<file path="src/rtl/core_quant_packer.sv">
// Packs a stream of signed INT8 quant results into PACK_NUM-lane words with a byte strobe
// and buffers the words in a first-word fall-through FIFO for the activation-buffer write port.
// Latency: a word pushed on cycle N is presented at odata with odata_valid=1 on cycle N+1.
// Backpressure: the input is never stalled. If the FIFO is full with no pop, the word is dropped
// and the sticky overflow flag is set.
//
// Ports:
//   clk, rst          clock and synchronous active-high reset
//   idata/idata_valid incoming element, always accepted
//   flush             emit any partial word now (single-cycle pulse)
//   clr_overflow      clears the sticky overflow flag
//   odata/odata_strb  head packed word and lane mask, lane 0 in the LSBs
//   odata_valid/ready head-word handshake
//   fifo_count        number of occupied FIFO entries
//   overflow          sticky flag: a packed word was dropped
module core_quant_packer #(
  parameter int IDATA_BIT  = 8,
  parameter int PACK_NUM   = 4,
  parameter int FIFO_DEPTH = 4
) (
  input  logic                            clk,
  input  logic                            rst,
  input  logic [IDATA_BIT-1:0]            idata,
  input  logic                            idata_valid,
  input  logic                            flush,
  input  logic                            clr_overflow,
  output logic [IDATA_BIT*PACK_NUM-1:0]   odata,
  output logic [PACK_NUM-1:0]             odata_strb,
  output logic                            odata_valid,
  input  logic                            odata_ready,
  output logic [$clog2(FIFO_DEPTH):0]     fifo_count,
  output logic                            overflow
);

  localparam int WW = IDATA_BIT * PACK_NUM;
  localparam int CW = $clog2(PACK_NUM);
  localparam int AW = $clog2(FIFO_DEPTH);
  localparam int NW = AW + 1;

  // Assembly state
  logic [CW-1:0]       cnt;
  logic [WW-1:0]       asm_data;
  logic [PACK_NUM-1:0] asm_strb;

  // Word as it would look with the current element merged in
  logic [WW-1:0]       word_nxt;
  logic [PACK_NUM-1:0] strb_nxt;
  logic                last_lane;
  logic                push;

  always_comb begin
    word_nxt = asm_data;
    strb_nxt = asm_strb;
    if (idata_valid) begin
      for (int i = 0; i < PACK_NUM; i++) begin
        if (cnt == CW'(i)) begin
          word_nxt[i*IDATA_BIT +: IDATA_BIT] = idata;
          strb_nxt[i]                        = 1'b1;
        end
      end
    end
  end

  assign last_lane = (cnt == CW'(PACK_NUM - 1));

  // A flush pushes only if there is something to send, counting a byte arriving
  // in the same cycle. A full word and a flush together still push once.
  assign push = (idata_valid && last_lane) ||
                (flush && (idata_valid || (cnt != '0)));

  // Clearing the assembly register after every push keeps the unwritten lanes of
  // the next partial word at zero without extra masking.
  always_ff @(posedge clk) begin
    if (rst) begin
      cnt      <= '0;
      asm_data <= '0;
      asm_strb <= '0;
    end else if (push) begin
      cnt      <= '0;
      asm_data <= '0;
      asm_strb <= '0;
    end else if (idata_valid) begin
      cnt      <= cnt + 1'b1;
      asm_data <= word_nxt;
      asm_strb <= strb_nxt;
    end
  end

  // Packed-word FIFO
  logic [WW-1:0]       mem_data [FIFO_DEPTH];
  logic [PACK_NUM-1:0] mem_strb [FIFO_DEPTH];
  logic [AW-1:0]       wr_ptr;
  logic [AW-1:0]       rd_ptr;
  logic [NW-1:0]       count;
  logic                pop;
  logic                full;
  logic                wr_en;
  logic                drop;

  assign odata_valid = (count != '0);
  assign pop         = odata_valid && odata_ready;
  assign full        = (count == NW'(FIFO_DEPTH));
  // When full, a same-cycle pop frees the head slot, which is exactly where
  // wr_ptr points, so the write is safe.
  assign wr_en       = push && (!full || pop);
  assign drop        = push && full && !pop;

  always_ff @(posedge clk) begin
    if (wr_en) begin
      mem_data[wr_ptr] <= word_nxt;
      mem_strb[wr_ptr] <= strb_nxt;
    end
  end

  // Pointers are AW bits wide, so they wrap modulo the power-of-two depth.
  always_ff @(posedge clk) begin
    if (rst) begin
      wr_ptr <= '0;
      rd_ptr <= '0;
      count  <= '0;
    end else begin
      if (wr_en) wr_ptr <= wr_ptr + 1'b1;
      if (pop)   rd_ptr <= rd_ptr + 1'b1;
      case ({wr_en, pop})
        2'b10:   count <= count + 1'b1;
        2'b01:   count <= count - 1'b1;
        default: count <= count;
      endcase
    end
  end

  // A new drop takes priority over a clear in the same cycle.
  always_ff @(posedge clk) begin
    if (rst)               overflow <= 1'b0;
    else if (drop)         overflow <= 1'b1;
    else if (clr_overflow) overflow <= 1'b0;
  end

  // Gating by odata_valid keeps stale storage off the outputs after reset and
  // when the FIFO is empty.
  assign odata      = odata_valid ? mem_data[rd_ptr] : '0;
  assign odata_strb = odata_valid ? mem_strb[rd_ptr] : '0;
  assign fifo_count = count;

endmodule

</file>
<file path="config.mk">
export PLATFORM = sky130hd
export DESIGN_NAME = core_quant_packer
export DESIGN_NICKNAME = d
export VERILOG_FILES = /design/src/rtl/core_quant_packer.sv
export SDC_FILE = /design/constraint.sdc
export NUM_CORES = 1
export LEC_CHECK = 0
export BUFFER_PORTS_ARGS = -buffer_cell sky130_fd_sc_hd__buf_2
export CAP_MARGIN = 40
export CORE_MARGIN = 2
export CORE_UTILIZATION = 64
export DETAILED_ROUTE_END_ITERATION = 10
export GPL_TIMING_DRIVEN = 0
export PLACE_DENSITY = 0.94
export SLEW_MARGIN = 30
export SYNTH_ARGS = -nofsm -noshare
export SYNTH_HDL_FRONTEND = slang
export SYNTH_SLANG_ARGS = --single-unit
</file>
<file path="constraint.sdc">
create_clock -name clk -period 7.9 [get_ports clk]
set_clock_uncertainty 0.15 [all_clocks]
set_input_delay 1.58 -clock clk [delete_from_list [all_inputs] [get_ports clk]]
set_output_delay 1.58 -clock clk [all_outputs]
set_load 0.01 [all_outputs]
</file>
After elaboration in Yosys (flattened, before gate mapping) --
Memories as Yosys holds them, arrays and structs flattened. A register that Yosys moved wholly into a read port is not among the register bits. Index checks and enable logic that the tools add are counted.
Word-level totals: flip-flop bits (word level) 46, bits in writable memories 144, bits of input ports 14, output and inout port bits 41, logic and storage cells 58, memories kept 2
Operators by class: add/subtract/negate cells 5, equal/unequal tests 6, muxes and demuxes 21, reduce and logical (&&, ||, !) cells 17
Memories:
- mem_data | words 4, width 32, read ports 1, clocked after memory_dff 1, wr ports 1, RTL line 90 | logic [WW-1:0] mem_data [FIFO_DEPTH];
- mem_strb | words 4, width 4, read ports 1, clocked after memory_dff 1, wr ports 1, RTL line 91 | logic [PACK_NUM-1:0] mem_strb [FIFO_DEPTH];
Operators by type and width (count):
- two-way mux 32 bit | 2
- two-way mux 8 bit | 4
- two-way mux 1 bit | 8
- two-way mux 2 bit | 4
- two-way mux 4 bit | 2
- adder 2 x 1 -> 2 bit, second input constant | 3
- equality test 2 bit, second input constant | 3
- logical AND 1 bit | 6
- case mux 3 bit (2 select lines) | 1
- nonzero test 2 bit | 3
- equality test 2 x 1 -> 1 bit, second input constant | 2
- adder 3 x 1 -> 3 bit, second input constant | 1
- equality test 3 bit, second input constant | 1
- logical OR 1 bit | 3
- nonzero test 3 bit | 1
- subtractor 3 x 1 -> 3 bit, second input constant | 1
- logical NOT 1 bit | 2
- logical NOT 2 bit | 1
- OR reduction 2 bit | 1

Logic depth before layout (Yosys ltp) --
depth after elaboration 7, depth in mapped cells 9, depth with buffers taken out 9

Least setup slack after synthesis --
No wires, ideal clock.
path type input-to-reg, start in idata_valid, end mem mem_data[0][0] (netlist name), enable pin, library setup time 0.397 ns, arrival 2.960 ns, required time 7.353 ns, setup slack 4.394 ns, stages 4, buffers on the path 1, cell sequence buf_6 > o21ai_1 > a21oi_2 > and2_1
On the way: longest elaborated chain between the ends 6, elaborated cells between the ends (all ways) 7, classes of those cells 2 x mux; 5 x reduce/logical
RTL lines:
- start, declared | RTL line 24 | input logic idata_valid,
- logical OR 1 bit | RTL line 69 | (flush && (idata_valid || (cnt != '0)));
- logical AND 1 bit | RTL line 69
- logical OR 1 bit * | RTL line 68 | assign push = (idata_valid && last_lane) ||
- logical AND 1 bit * | RTL line 105 | assign wr_en = push && (!full || pop);
- two-way mux 1 bit * | RTL line 109 | if (wr_en) begin
- two-way mux 1 bit (implied by the code) * | RTL line 110 | mem_data[wr_ptr] <= word_nxt;
- end, declared | RTL line 90
Mark *: on every way between the ends. The rest lies on a longest branch, timed or not.

Worst setup path in the final report --
start reg count[0] (netlist: fifo_count[0]), end out odata[14]
On the way: longest elaborated chain between the ends 2
RTL lines:
- start, declared | RTL line 94 | logic [NW-1:0] count;
- start signal, assigned | RTL line 125 | 2'b10: count <= count + 1'b1;
- start signal, assigned | RTL line 126 | 2'b01: count <= count - 1'b1;
- start signal, assigned | RTL line 127 | default: count <= count;
- nonzero test 3 bit | RTL line 100 | assign odata_valid = (count != '0);
- two-way mux 32 bit | RTL line 141 | assign odata = odata_valid ? mem_data[rd_ptr] : '0;
- end, declared | RTL line 27 | output logic [IDATA_BIT*PACK_NUM-1:0] odata,
No other way between the ends.

==> metrics.cfg <==
[detailed_routing]
dr.pass1.iters = 5
drt.antenna.violating_nets = 0
drt_iter0_drc = 264
vias_per_cell = 5.971
wl_per_cell_um = 23.05
drc = 0
finalWirelength_mm = 15.14
via_count = 3923

[placed_design]
port_buffers = 53
routabilityCongestion = 0.7332
dp_cells = 626
hpwlAfterDp_mm = 9.391

[pwr]
powerDensity_nw_per_um2 = 309.3
p_switching_uw = 762.8
comb_power_share_pct = 25.2
intPower_mw = 1.971
switching_share_pct = 27.90
clockPowerShare_pct = 31.6
total_power_mw = 2.734
p_leak_nw = 3.202
ir_drop_uv = 201.7
p_seq_share_pct = 43.2

[logic_synthesis]
synth_seq_area_share_pct = 68.79
synthCells = 422
ys_seq_elements = 192
synth_area_um2 = 7682
synth_top_cell_by_area = edfxtp_1
synth.distinct_cells = 35
synth_top_area_share_pct = 56.29
yosys-top-cells-area = edfxtp_1 56%, dfxtp_1 13%, mux4_2 11%, mux2_2 4.8%, nor2b_4 3.6%
yosys_warnings = 0
synth_area_per_cell_um2 = 18.20
synth_nets = 445

[finish]
fin_util_pct = 74.51
layout_common_cells = 144 x edfxtp_1, 57 x buf_2, 48 x dfxtp_1
nNetsFinal = 521
fillers = 624
synthToLayoutAreaGrowth_pct = 15.05
drive_above_1_share_pct = 37.65
layout_commonest_cell = edfxtp_1
diodes = 0
fin_cells = 657

[clocking]
root_buffer = clkbuf_16
cts_buffers = 17
ctsHtreeMaxLevel = 4
clkSinkCount = 192
clk_latency_ns = 0.43
cts_tree = done
path_clk_slew_ns = 0.06
cts_buffer_depth = 2
cts_setup_buffers = 0
cts_hold_buf = 0
cts_resized = 0

[sta]
rsz0062_at_grt = false
fin_crit_sh_pct = 51.89
hold_violations = 0
tns_ns = 0
setup_viol = 0
tightest_slew_ns = 0.6590
slew_headroom_pct = 56.07
max_freq_ghz = 0.2439
slew_viol_final = 0
post-route-min-period_ns = 4.100

[setup_path]
critPathArrivalTime_ns = 2.37
critPathCaptureType = output port
reg2reg_from = cnt[0]
cp_max_fo = 10
required_ns = 6.17
crit_path_start = fifo_count[0]
critPathLaunchType = flop
crit_type = flop to output port

[global_routing]
antenna_found_initial = 0
overflow = 0
grt_pass1_vias = 4209
grt_max_degree = 20
grt_first_pass_wirelength_mm = 23.25
track_usage_pct = 25.25

[run_status]
status = finished clean

[run]
max_cap_violations = 0

[floorplanning]
coreArea_um2 = 11860
die_area_um2 = 12900
die_h_um = 113.6
start_util_pct = 64.77
rows = 40
fp.dieW_um = 113.6
io_pins = 55

[worst_hold_path]
hold_path_class = flop to flop
hp-start = asm_strb[3]

worst max-delay path, stage by stage (launching register included):
cell,delay (ns)
dfxtp_1,0.50
or3_1,0.24
clkbuf_1,0.42
clkbuf_1,0.40
and2_1,0.23
buf_2,0.15
cells in the mapped netlist (all sizes together):
master	count
a21oi	4
a31oi	1
and2	40
buf	12
clkbuf	6
dfxtp	48
edfxtp	144
fa	1
ha	8
inv	5
mux2	33
mux2i	3
mux4	36
nand2	6
nand2b	8
nand3	2
nor2	11
nor2b	38
nor3	2
nor4	1
nor4b	1
o21a	1
o21ai	2
o21bai	1
o31ai	1
or3	2
or3b	1
xnor2	2
xor2	2
final timing paths:
kind / depth (start not counted) / slack [ns] / to
worst min register to register: 2 / 0.29 / asm_strb[3]
worst min-delay path: 2 / 0.29 / asm_strb[3]
worst max-delay path: 5 / 3.80 / odata[14]
worst max register to register: 9 / 5.37 / fifo_count[2]
power by group through the flow:
stage               combinational, mW  sequential, mW  clock [mW]
floorplan                       0.453            1.20           0
global placement                0.661            1.20           0
detailed placement              0.690            1.20           0
CTS                             0.701            1.18       0.870
global route                    0.747            1.19       0.912
finish                          0.688            1.18       0.864
kinds of logic (layout without fill, tap and decap cells):
group	Yosys count	count (layout)	synth area share [%]
flip-flops	192	192	68.79
adder cells (fa/ha/maj)	9	9	1.564
XOR/XNOR	4	4	0.4561
AND/OR/NAND/NOR	112	112	10.52
AO/OA/AOI/OAI	10	10	0.8633
buffers and inverters	23	111	2.020
multiplexers	72	72	15.78
metal layers:
metal,track usage [%],wire length [µm],vias up
met4,11.38,486,0
met2,42.40,7886,157
met1,31.01,5926,1991
li1,-,-,1731
met5,0,0,-
met3,6.908,845,44
layout make-up:
class	count	area [µm²]	area share (%)
buffer	18	136.4	1.543
clock buffer	20	436.7	4.941
clock inverter	11	155.1	1.755
inverter	5	18.77	0.2123
multi-input combinational	207	2247	25.42
sequential	192	5285	59.80
tap	147	183.9	2.081
timing repair buffer	57	375.4	4.247
state kept, by name, indices dropped and copies added, names as in the netlist, 2 cells and up, named ones only:
signal	count
wr_ptr	2
fifo_count	3
asm_strb	4
mem_strb	16
asm_data	32
cnt	2
rd_ptr	2
mem_data	128
metrics by stage:
step / worst slack, ns / hold WS [ns] / cell area (µm²)
floorplan: 4.394 / 0.2655 / 7682
global placement: 3.736 / 0.2758 / 8132
detailed placement: 4.253 / 0.2763 / 8247
CTS: 3.767 / 0.2881 / 8838
global route: 3.648 / 0.3081 / 8838
finish: 3.800 / 0.2890 / 8838
(Power assumes the default switching activity.)
